File: config.mk
export PLATFORM = sky130hd
export DESIGN_NAME = pwm_level_decoder_flat
export DESIGN_NICKNAME = d
export VERILOG_FILES = /design/src/rtl/pwm_level_decoder_if.sv /design/src/rtl/pwm_level_decoder.sv /design/src/flat_wrapper.sv
export SDC_FILE = /design/constraint.sdc
export NUM_CORES = 1
export LEC_CHECK = 0
export ABC_AREA = 1
export CAP_MARGIN = 20
export CORE_MARGIN = 2
export CORE_UTILIZATION = 55
export CTS_CLUSTER_DIAMETER = 30
export DETAILED_ROUTE_END_ITERATION = 12
export PLACE_DENSITY = 0.78
export SYNTH_ARGS = -nofsm -noshare
export SYNTH_HDL_FRONTEND = slang
export SYNTH_SLANG_ARGS = --single-unit
File: constraint.sdc
create_clock -name i_clk -period 2.72 [get_ports i_clk]
set_clock_uncertainty 0.05 [all_clocks]
set_input_delay 0.408 -clock i_clk [delete_from_list [all_inputs] [get_ports i_clk]]
set_output_delay 0.408 -clock i_clk [all_outputs]
set_load 0.01 [all_outputs]
File: src/rtl/pwm_level_decoder_if.sv
// Measurement result bus of the PWM level decoder: period, high time, level and update strobes.
interface pwm_level_decoder_if #(
  parameter int CNT_W = 11
);
  logic [CNT_W-1:0] o_period;
  logic [CNT_W-1:0] o_high;
  logic [2:0]       o_level;
  logic             o_valid;
  logic             o_timeout;

  modport master (
    output o_period, o_high, o_level, o_valid, o_timeout
  );

  modport slave (
    input o_period, o_high, o_level, o_valid, o_timeout
  );
endinterface

File: src/rtl/pwm_level_decoder.sv
// Measures period and high time of an asynchronous PWM line and quantises the duty to 0..4.
// Optional PWM_LEVEL_HYST_EN: o_level only moves after two consecutive identical new results.
//
// state | meaning
// SYNC  | waiting for a first rising edge; no valid measurement in progress
// MEAS  | measuring from the last rising edge; next rising edge publishes a result
module pwm_level_decoder #(
  parameter int CNT_W      = 11,
  parameter int MAX_PERIOD = 1024
) (
  input  logic i_clk,
  input  logic i_reset,
  input  logic i_pwm,
  pwm_level_decoder_if.master res
);

  typedef enum logic {SYNC, MEAS} state_t;

  localparam int               QW      = CNT_W + 3;
  localparam logic [CNT_W-1:0] CNT_MAX = '1;
  localparam logic [CNT_W-1:0] MAX_P   = CNT_W'(MAX_PERIOD);

  state_t           state;
  logic             s1, s2, s3;
  logic [CNT_W-1:0] per_cnt;
  logic [CNT_W-1:0] hi_cnt;
  logic             rise;
  logic             tmo;
  logic             upd;
  logic [2:0]       q_meas;
  logic [2:0]       new_lvl;

`ifdef PWM_LEVEL_HYST_EN
  logic [2:0]       pend_lvl;
  logic             pend_vld;
`endif

  function automatic logic [CNT_W-1:0] sat_inc(input logic [CNT_W-1:0] x);
    return (x == CNT_MAX) ? x : x + 1'b1;
  endfunction

  // Duty thresholds at the 12.5/37.5/62.5/87.5 % midpoints, compared as 8H against kP.
  function automatic logic [2:0] quantise(input logic [CNT_W-1:0] h,
                                          input logic [CNT_W-1:0] p);
    logic [QW-1:0] h8, p1, p3, p5, p7;
    h8 = {h, 3'b000};
    p1 = QW'(p);
    p3 = p1 + (p1 << 1);
    p5 = p1 + (p1 << 2);
    p7 = (p1 << 3) - p1;
    if (h8 < p1)      return 3'd0;
    else if (h8 < p3) return 3'd1;
    else if (h8 < p5) return 3'd2;
    else if (h8 < p7) return 3'd3;
    else              return 3'd4;
  endfunction

  // Synchroniser is left unreset so a reset does not fabricate an edge on a high line.
  always_ff @(posedge i_clk) begin
    s1 <= i_pwm;
    s2 <= s1;
    s3 <= s2;
  end

  always_comb begin
    rise    = s2 & ~s3;
    tmo     = (per_cnt == MAX_P);
    q_meas  = quantise(hi_cnt, per_cnt);
    upd     = (rise && state == MEAS) || (tmo && !rise);
    new_lvl = rise ? q_meas : (s2 ? 3'd4 : 3'd0);
  end

  always_ff @(posedge i_clk) begin
    if (!i_reset) begin
      state         <= SYNC;
      per_cnt       <= '0;
      hi_cnt        <= '0;
      res.o_period  <= '0;
      res.o_high    <= '0;
      res.o_level   <= '0;
      res.o_valid   <= 1'b0;
      res.o_timeout <= 1'b0;
`ifdef PWM_LEVEL_HYST_EN
      pend_lvl      <= '0;
      pend_vld      <= 1'b0;
`endif
    end else begin
      res.o_valid <= 1'b0;
      case (state)
        SYNC: begin
          if (rise) begin
            per_cnt <= CNT_W'(1);
            hi_cnt  <= CNT_W'(1);
            state   <= MEAS;
          end else if (tmo) begin
            res.o_period  <= MAX_P;
            res.o_high    <= s2 ? MAX_P : '0;
            res.o_timeout <= 1'b1;
            res.o_valid   <= 1'b1;
            per_cnt       <= '0;
          end else begin
            per_cnt <= sat_inc(per_cnt);
          end
        end
        MEAS: begin
          if (rise) begin
            res.o_period  <= per_cnt;
            res.o_high    <= hi_cnt;
            res.o_timeout <= 1'b0;
            res.o_valid   <= 1'b1;
            per_cnt       <= CNT_W'(1);
            hi_cnt        <= CNT_W'(1);
          end else if (tmo) begin
            res.o_period  <= MAX_P;
            res.o_high    <= s2 ? MAX_P : '0;
            res.o_timeout <= 1'b1;
            res.o_valid   <= 1'b1;
            per_cnt       <= '0;
            state         <= SYNC;
          end else begin
            per_cnt <= sat_inc(per_cnt);
            if (s2) hi_cnt <= sat_inc(hi_cnt);
          end
        end
        default: state <= SYNC;
      endcase

      if (upd) begin
`ifdef PWM_LEVEL_HYST_EN
        if (new_lvl == res.o_level) begin
          pend_vld <= 1'b0;
        end else if (pend_vld && pend_lvl == new_lvl) begin
          res.o_level <= new_lvl;
          pend_vld    <= 1'b0;
        end else begin
          pend_lvl <= new_lvl;
          pend_vld <= 1'b1;
        end
`else
        res.o_level <= new_lvl;
`endif
      end
    end
  end

endmodule

File: src/flat_wrapper.sv
// flat-port wrapper written by rule: the top's interface ports become plain ports
module pwm_level_decoder_flat 
#(
  parameter int CNT_W      = 11,
  parameter int MAX_PERIOD = 1024
)
  (i_clk, i_reset, i_pwm, res_o_period, res_o_high, res_o_level, res_o_valid, res_o_timeout);
  pwm_level_decoder_if #(.CNT_W(CNT_W)) res_i ();
  input  logic i_clk;
  input  logic i_reset;
  input  logic i_pwm;
  output wire logic [$bits(res_i.o_period)-1:0] res_o_period;
  output wire logic [$bits(res_i.o_high)-1:0] res_o_high;
  output wire logic [$bits(res_i.o_level)-1:0] res_o_level;
  output wire logic [$bits(res_i.o_valid)-1:0] res_o_valid;
  output wire logic [$bits(res_i.o_timeout)-1:0] res_o_timeout;
  assign res_o_period = res_i.o_period;
  assign res_o_high = res_i.o_high;
  assign res_o_level = res_i.o_level;
  assign res_o_valid = res_i.o_valid;
  assign res_o_timeout = res_i.o_timeout;
  pwm_level_decoder #(.CNT_W(CNT_W), .MAX_PERIOD(MAX_PERIOD)) u_core (.i_clk(i_clk), .i_reset(i_reset), .i_pwm(i_pwm), .res(res_i));
endmodule
### Word-level counts from Yosys, hierarchy flattened

Cells that the tools add are included.

* equal/unequal tests: 9
* bitwise gates (word level): 3
* reduce and logical (&&, ||, !) cells: 5
* add/subtract/negate cells: 5
* $lt $le $gt $ge: 4
* mux-type cells: 36

Operator list (count)
* 11-bit 2-to-1 mux: 15
* 11-bit one-hot mux with 2 select lines: 3
* 14-bit < comparator: 3
* 11-bit == test, second input constant: 3
* 11-bit by 1-bit adder with 11-bit output, second input constant: 2
* 3-bit 2-to-1 mux: 6
* 11-bit by 13-bit adder with 14-bit output: 1
* 14-bit by 11-bit < comparator with 1-bit output: 1
* 14-bit by 11-bit subtractor with 14-bit output: 1
* 11-bit by 12-bit adder with 13-bit output: 1
* 1-bit 2-to-1 mux: 9
* 3-bit inequality test, second input constant: 3
* 1-bit one-hot mux with 2 select lines: 3
* 4-bit AND reduction: 1
* 3-bit by 1-bit inequality test with 1-bit output, second input constant: 1
* 1-bit logical AND: 2
* 2-bit by 1-bit inequality test with 1-bit output, second input constant: 1
* 2-bit inequality test, second input constant: 1
* 1-bit inverter: 2
* 1-bit AND: 1
* 1-bit zero test: 1
* 1-bit logical OR: 1

* output and inout bits: 27
* word-level logic and storage cells: 73
* input port bits: 3
* register bits: 53

### Depth between registers and ports, before layout

* depth in word-level cells: 7
* mapped depth: 20
* depth with buffers taken out: 20

### Least setup slack after synthesis

No wires, ideal clock.

* kind: register to register
* start: register u_core.per_cnt[3]
* end: register u_core.res.o_level[2]
* data required time: 2.538 ns
* path slack: -0.113 ns
* setup time: 0.132 ns
* path buffers: 0
* cell stages (with the launch flop): 21
* clock period less this slack: 2.833 ns
* arrival: 2.651 ns
* path through: dfxtp_1 > inv_1 > ha_1 > inv_1 > nor3_1 > a21oi_1 > o21ai_0 > nand2_1 > nand2_1 > xor2_1 > ha_1 > nand2_1 > inv_1 > nand2_1 > nand2_1 > a21oi_1 > nand2_1 > nand4_1 > nand2_1 > nand2_1 > a21oi_1

* word-level cells in the longest chain between the ends: 7
* elaborated cells on any way between the ends: 15
* those cells by class: add/sub: 3; order compare: 4; eq/ne: 1; mux: 5; reduce/logical: 2

Ends and longest elaborated chain
* start: declaration: RTL line pwm_level_decoder.sv:25 `logic [CNT_W-1:0] per_cnt;`
* start signal: assignment: RTL line pwm_level_decoder.sv:102 `per_cnt <= sat_inc(per_cnt);`
* start signal: assignment: RTL line pwm_level_decoder.sv:121 `per_cnt <= sat_inc(per_cnt);`
* 14-bit by 11-bit subtractor with 14-bit output: RTL line pwm_level_decoder.sv:50 `p7 = (p1 << 3) - p1;`
* 14-bit < comparator: RTL line pwm_level_decoder.sv:54 `else if (h8 < p7) return 3'd3;`
* 3-bit 2-to-1 mux: RTL line pwm_level_decoder.sv:54
* 3-bit 2-to-1 mux: RTL line pwm_level_decoder.sv:53 `else if (h8 < p5) return 3'd2;`
* 3-bit 2-to-1 mux: RTL line pwm_level_decoder.sv:52 `else if (h8 < p3) return 3'd1;`
* 3-bit 2-to-1 mux: RTL line pwm_level_decoder.sv:51 `if (h8 < p1) return 3'd0;`
* 3-bit 2-to-1 mux: RTL line pwm_level_decoder.sv:70 `new_lvl = rise ? q_meas : (s2 ? 3'd4 : 3'd0);`
* end signal: assignment: RTL line pwm_level_decoder.sv:140 `res.o_level <= new_lvl;`
* end: declaration: RTL line pwm_level_decoder_if.sv:12 `output o_period, o_high, o_level, o_valid, o_timeout`

Parallel ways exist; a longest one is shown, timed or not.
A chain may end at the register's enable or synchronous reset.

### Worst setup path in the final report

* start: register u_core.per_cnt[6]
* end: register u_core.res.o_level[0]

The elaborated chain is that of the path after synthesis.

==> impl_metrics.sql <==
INSERT INTO impl_metrics (metric_group, metric, value, unit) VALUES
('run_status', 'run_status', 'finished with violations', ''),
('run_status', 'violations', 'setup timing', ''),
('global_routing', 'grt_pass1_wl', '22.8', 'mm'),
('pwr', 'p_leak', '0.00282', 'uW'),
('pwr', 'total_switching_power', '574', 'uW'),
('layout', 'area_growth', '34.0', '%'),
('pwr', 'power.density_cell_area', '304', 'nW/um2'),
('placed_design', 'io_port_bufs', '29', ''),
('clocking', 'cts.htree.levels', '2', ''),
('layout', 'layout.cells.most_common', 'nand2_1', ''),
('floorplan', 'die_h', '94.7', 'um'),
('pwr', 'cell_internal_power', '1270', 'uW'),
('clocking', 'insertion_delay', '320', 'ps'),
('timing', 'max_clock_freq', '343', 'MHz'),
('placed_design', 'dpl_cell_area', '5560', 'um2'),
('layout', 'final-instance-count-excl-fill', '889', ''),
('timing', 'report.final.setup_viol', '3', ''),
('detailed_routing', 'route.final.wire_length', '14.7', 'mm'),
('floorplan', 'design.portCount', '30', ''),
('floorplan', 'row_count', '33', ''),
('layout', 'mostFrequentLayoutCells', 'nand2_1, buf_4, a21oi_1', ''),
('timing', 'max-slew-margin-rel', '0.592', ''),
('layout', 'post_layout_net_count', '864', ''),
('floorplan', 'dieArea', '8970', 'um2'),
('global_routing', 'grt_antenna_before_repair', '0', ''),
('detailed_routing', 'remaining_drc_errors', '0', ''),
('worst_setup_path', 'cp_data_arrival_time', '3070', 'ps'),
('worst_setup_path', 'critical_path.max_fanout', '5', ''),
('detailed_routing', 'viasPerCell', '5.56', ''),
('detailed_routing', 'route.vias.total', '4943', ''),
('synthesis', 'ys_types', '33', ''),
('synthesis', 'synth-seq-cells', '53', ''),
('detailed_routing', 'drt_first_pass_iters', '7', ''),
('synthesis', 'synth_flop_cell', 'dfxtp_1', ''),
('clocking', 'max-clock-path-buffers', '2', ''),
('pwr', 'power.share.clock', '0.312', ''),
('synthesis', 'yosys.area.top_type', 'dfxtp_1', ''),
('pwr', 'pwr-share-comb', '0.256', ''),
('layout', 'share_of_layout_cells_above_drive_strength_1', '0.223', ''),
('placed_design', 'finalWeightedCongestion', '0.969', ''),
('synthesis', 'synth.top_cell.area_share', '0.234', ''),
('floorplan', 'floorplan.initialDensity', '0.559', ''),
('placed_design', 'detailed_placement_wirelength_estimate', '10.6', 'mm'),
('floorplan', 'die-width', '94.7', 'um'),
('synthesis', 'yosys_warnings', '0', ''),
('clocking', 'clock-sinks', '53', ''),
('worst_setup_path', 'cp-end-kind', 'register', ''),
('worst_setup_path', 'crit_type', 'register to register', ''),
('worst_setup_path', 'worst_ep_required_time', '2870', 'ps'),
('layout', 'nFillCells', '648', ''),
('pwr', 'sequentialPowerShare', '0.433', ''),
('layout', 'final_design_instance_area_without_fill', '6070', 'um2'),
('clocking', 'clock-root-buffer', 'clkbuf_8', ''),
('worst_setup_path', 'cp-start-kind', 'register', ''),
('floorplan', 'coreArea', '8090', 'um2'),
('timing', 'timing_max_transition_violations_final', '0', ''),
('detailed_routing', 'violation_count_after_the_first_detailed_route_iteration', '335', ''),
('placed_design', 'placedCellCount', '873', ''),
('global_routing', 'first_global_vias', '4803', ''),
('synthesis', 'post_synth_edffs', '0', ''),
('timing', 'post-route-min-period', '2920', 'ps'),
('timing', 'grt_setup_unrepaired', 'yes', ''),
('global_routing', 'total_routing_resource_utilization_after_global_routing', '0.329', ''),
('pwr', 'switching_share_of_total_power', '0.311', ''),
('timing', 'layout_worst_path_cycle_share', '1.07', ''),
('timing', 'slew_at_the_pin_closest_to_its_max_slew_limit', '611', 'ps'),
('clocking', 'cts-buffers-inserted', '5', ''),
('clocking', 'clock_pin_slew_worst_setup_and_hold_paths', '110', 'ps'),
('synthesis', 'netlist_top_cells_area', 'dfxtp_1, ha_1, nand2_1, a21oi_1, inv_1', ''),
('synthesis', 'synthesized_netlist_net_count', '747', ''),
('timing', 'final_setup_margin', '-198', 'ps');
==> cell usage after synthesis, types with 2 or more instances <==
master and count:
dfxtp_1 53, inv_1 75, nand2_2 4, clkbuf_1 6, xor2_1 29, nor2_1 56
o22ai_1 2, a21oi_1 83, nand4_1 4, nand2_1 175, o21ai_0 24, nor3_1 11
inv_2 4, xnor2_1 4, a31oi_1 2, nand3_1 31, ha_1 76, fa_1 2
a21o_1 2, and2_1 3, buf_2 5, o31ai_1 2, nor2_2 3
==> sequential cells by signal (all words and copies together), names as in the netlist <==
name,count
u_core.res.o_level,3
u_core.s3,1
u_core.res.o_timeout,1
u_core.s1,1
u_core.state,1
u_core.hi_cnt,11
u_core.res.o_high,11
u_core.res.o_valid,1
u_core.res.o_period,11
u_core.s2,1
u_core.per_cnt,11
==> timing repair <==
action | in CTS | in global routing
pin swaps | 9 | 20
buffers inserted | 4 | 4
setup endpoints to repair | 3 | 3
resized for setup | 38 | 38
hold buffers | 0 | 0
hold endpoints to repair | 0 | 0
gates cloned | 0 | 0
==> path summary, 6_finish.rpt <==
check | end | from | depth (start not counted) | slack (ps)
max | u_core.res.o_level[0]$_SDFFE_PN0P_ | u_core.per_cnt[6]$_SDFFE_PP0P_ | 18 | -200
min | u_core.s2$_DFF_P_ | u_core.s1$_DFF_P_ | 0 | 300
max reg2reg | u_core.res.o_level[0]$_SDFFE_PN0P_ | u_core.per_cnt[6]$_SDFFE_PP0P_ | 18 | -200
min reg2reg | u_core.s2$_DFF_P_ | u_core.s1$_DFF_P_ | 0 | 300
==> metrics by stage <==
step / setup TNS, ps / hold WS, ps / setup slack (ps) / util / power (uW)
2_1_floorplan: 0 / 260 / 6.96 / - / 1060
3_3_place_gp: -526 / 269 / -236 / 0.687 / 1190
3_5_place_dp: -596 / 294 / -263 / 0.687 / 1210
4_1_cts: -173 / 311 / -103 / 0.727 / 1790
5_1_grt: -994 / 319 / -363 / 0.750 / 1920
6_report: -498 / 304 / -198 / 0.750 / 1840
==> critical path, stage by stage, from the launching register on <==
cell and delay (ps):
dfxtp_1 340, buf_4 180, ha_1 330, a21oi_1 220
nor3_1 90, nor3_1 190, nand3_1 140, xor2_1 160
ha_1 290, nand2_2 80, nor2_4 120, nand2_1 60
nor2_1 90, nand2_1 90, buf_4 140, nand3_1 70
nand2_1 50, nand2_1 50, a21oi_1 60
==> layer usage <==
metal | routed length (um) | GRT usage | vias up
met5 | 0 | 0 | -
met2 | 7150 | 0.580 | 174
met4 | 614 | 0.127 | 0
li1 | - | - | 2411
met3 | 907 | 0.0686 | 53
met1 | 6040 | 0.391 | 2305
==> logic make-up after synthesis <==
family,Yosys count,synth area share
compound gates,118,0.136
xor+xnor,33,0.0638
fa+ha+maj,78,0.219
buf+inv,92,0.0793
flops,53,0.234
simple gates,292,0.267
==> power by group through the flow <==
stage / sequential, uW / clock [uW] / combinational, uW
6_report: 797 / 575 / 471
5_1_grt: 798 / 599 / 518
4_1_cts: 799 / 573 / 420
3_5_place_dp: 818 / 0 / 389
3_3_place_gp: 817 / 0 / 376
2_1_floorplan: 820 / 0 / 236
==> area by class of cell <==
| cell class | instances | area, um2 | share of cell area |
|---|---|---|---|
| multi-input cells | 521 | 3400 | 0.561 |
| flip-flops and latches | 53 | 1090 | 0.179 |
| repair buffers | 122 | 1030 | 0.169 |
| inverters | 80 | 307 | 0.0505 |
| well taps | 105 | 131 | 0.0217 |
| clock buffers | 5 | 68.8 | 0.0113 |
| clock inverters | 3 | 43.8 | 0.00722 |
Power figures use the tool's default switching activity.
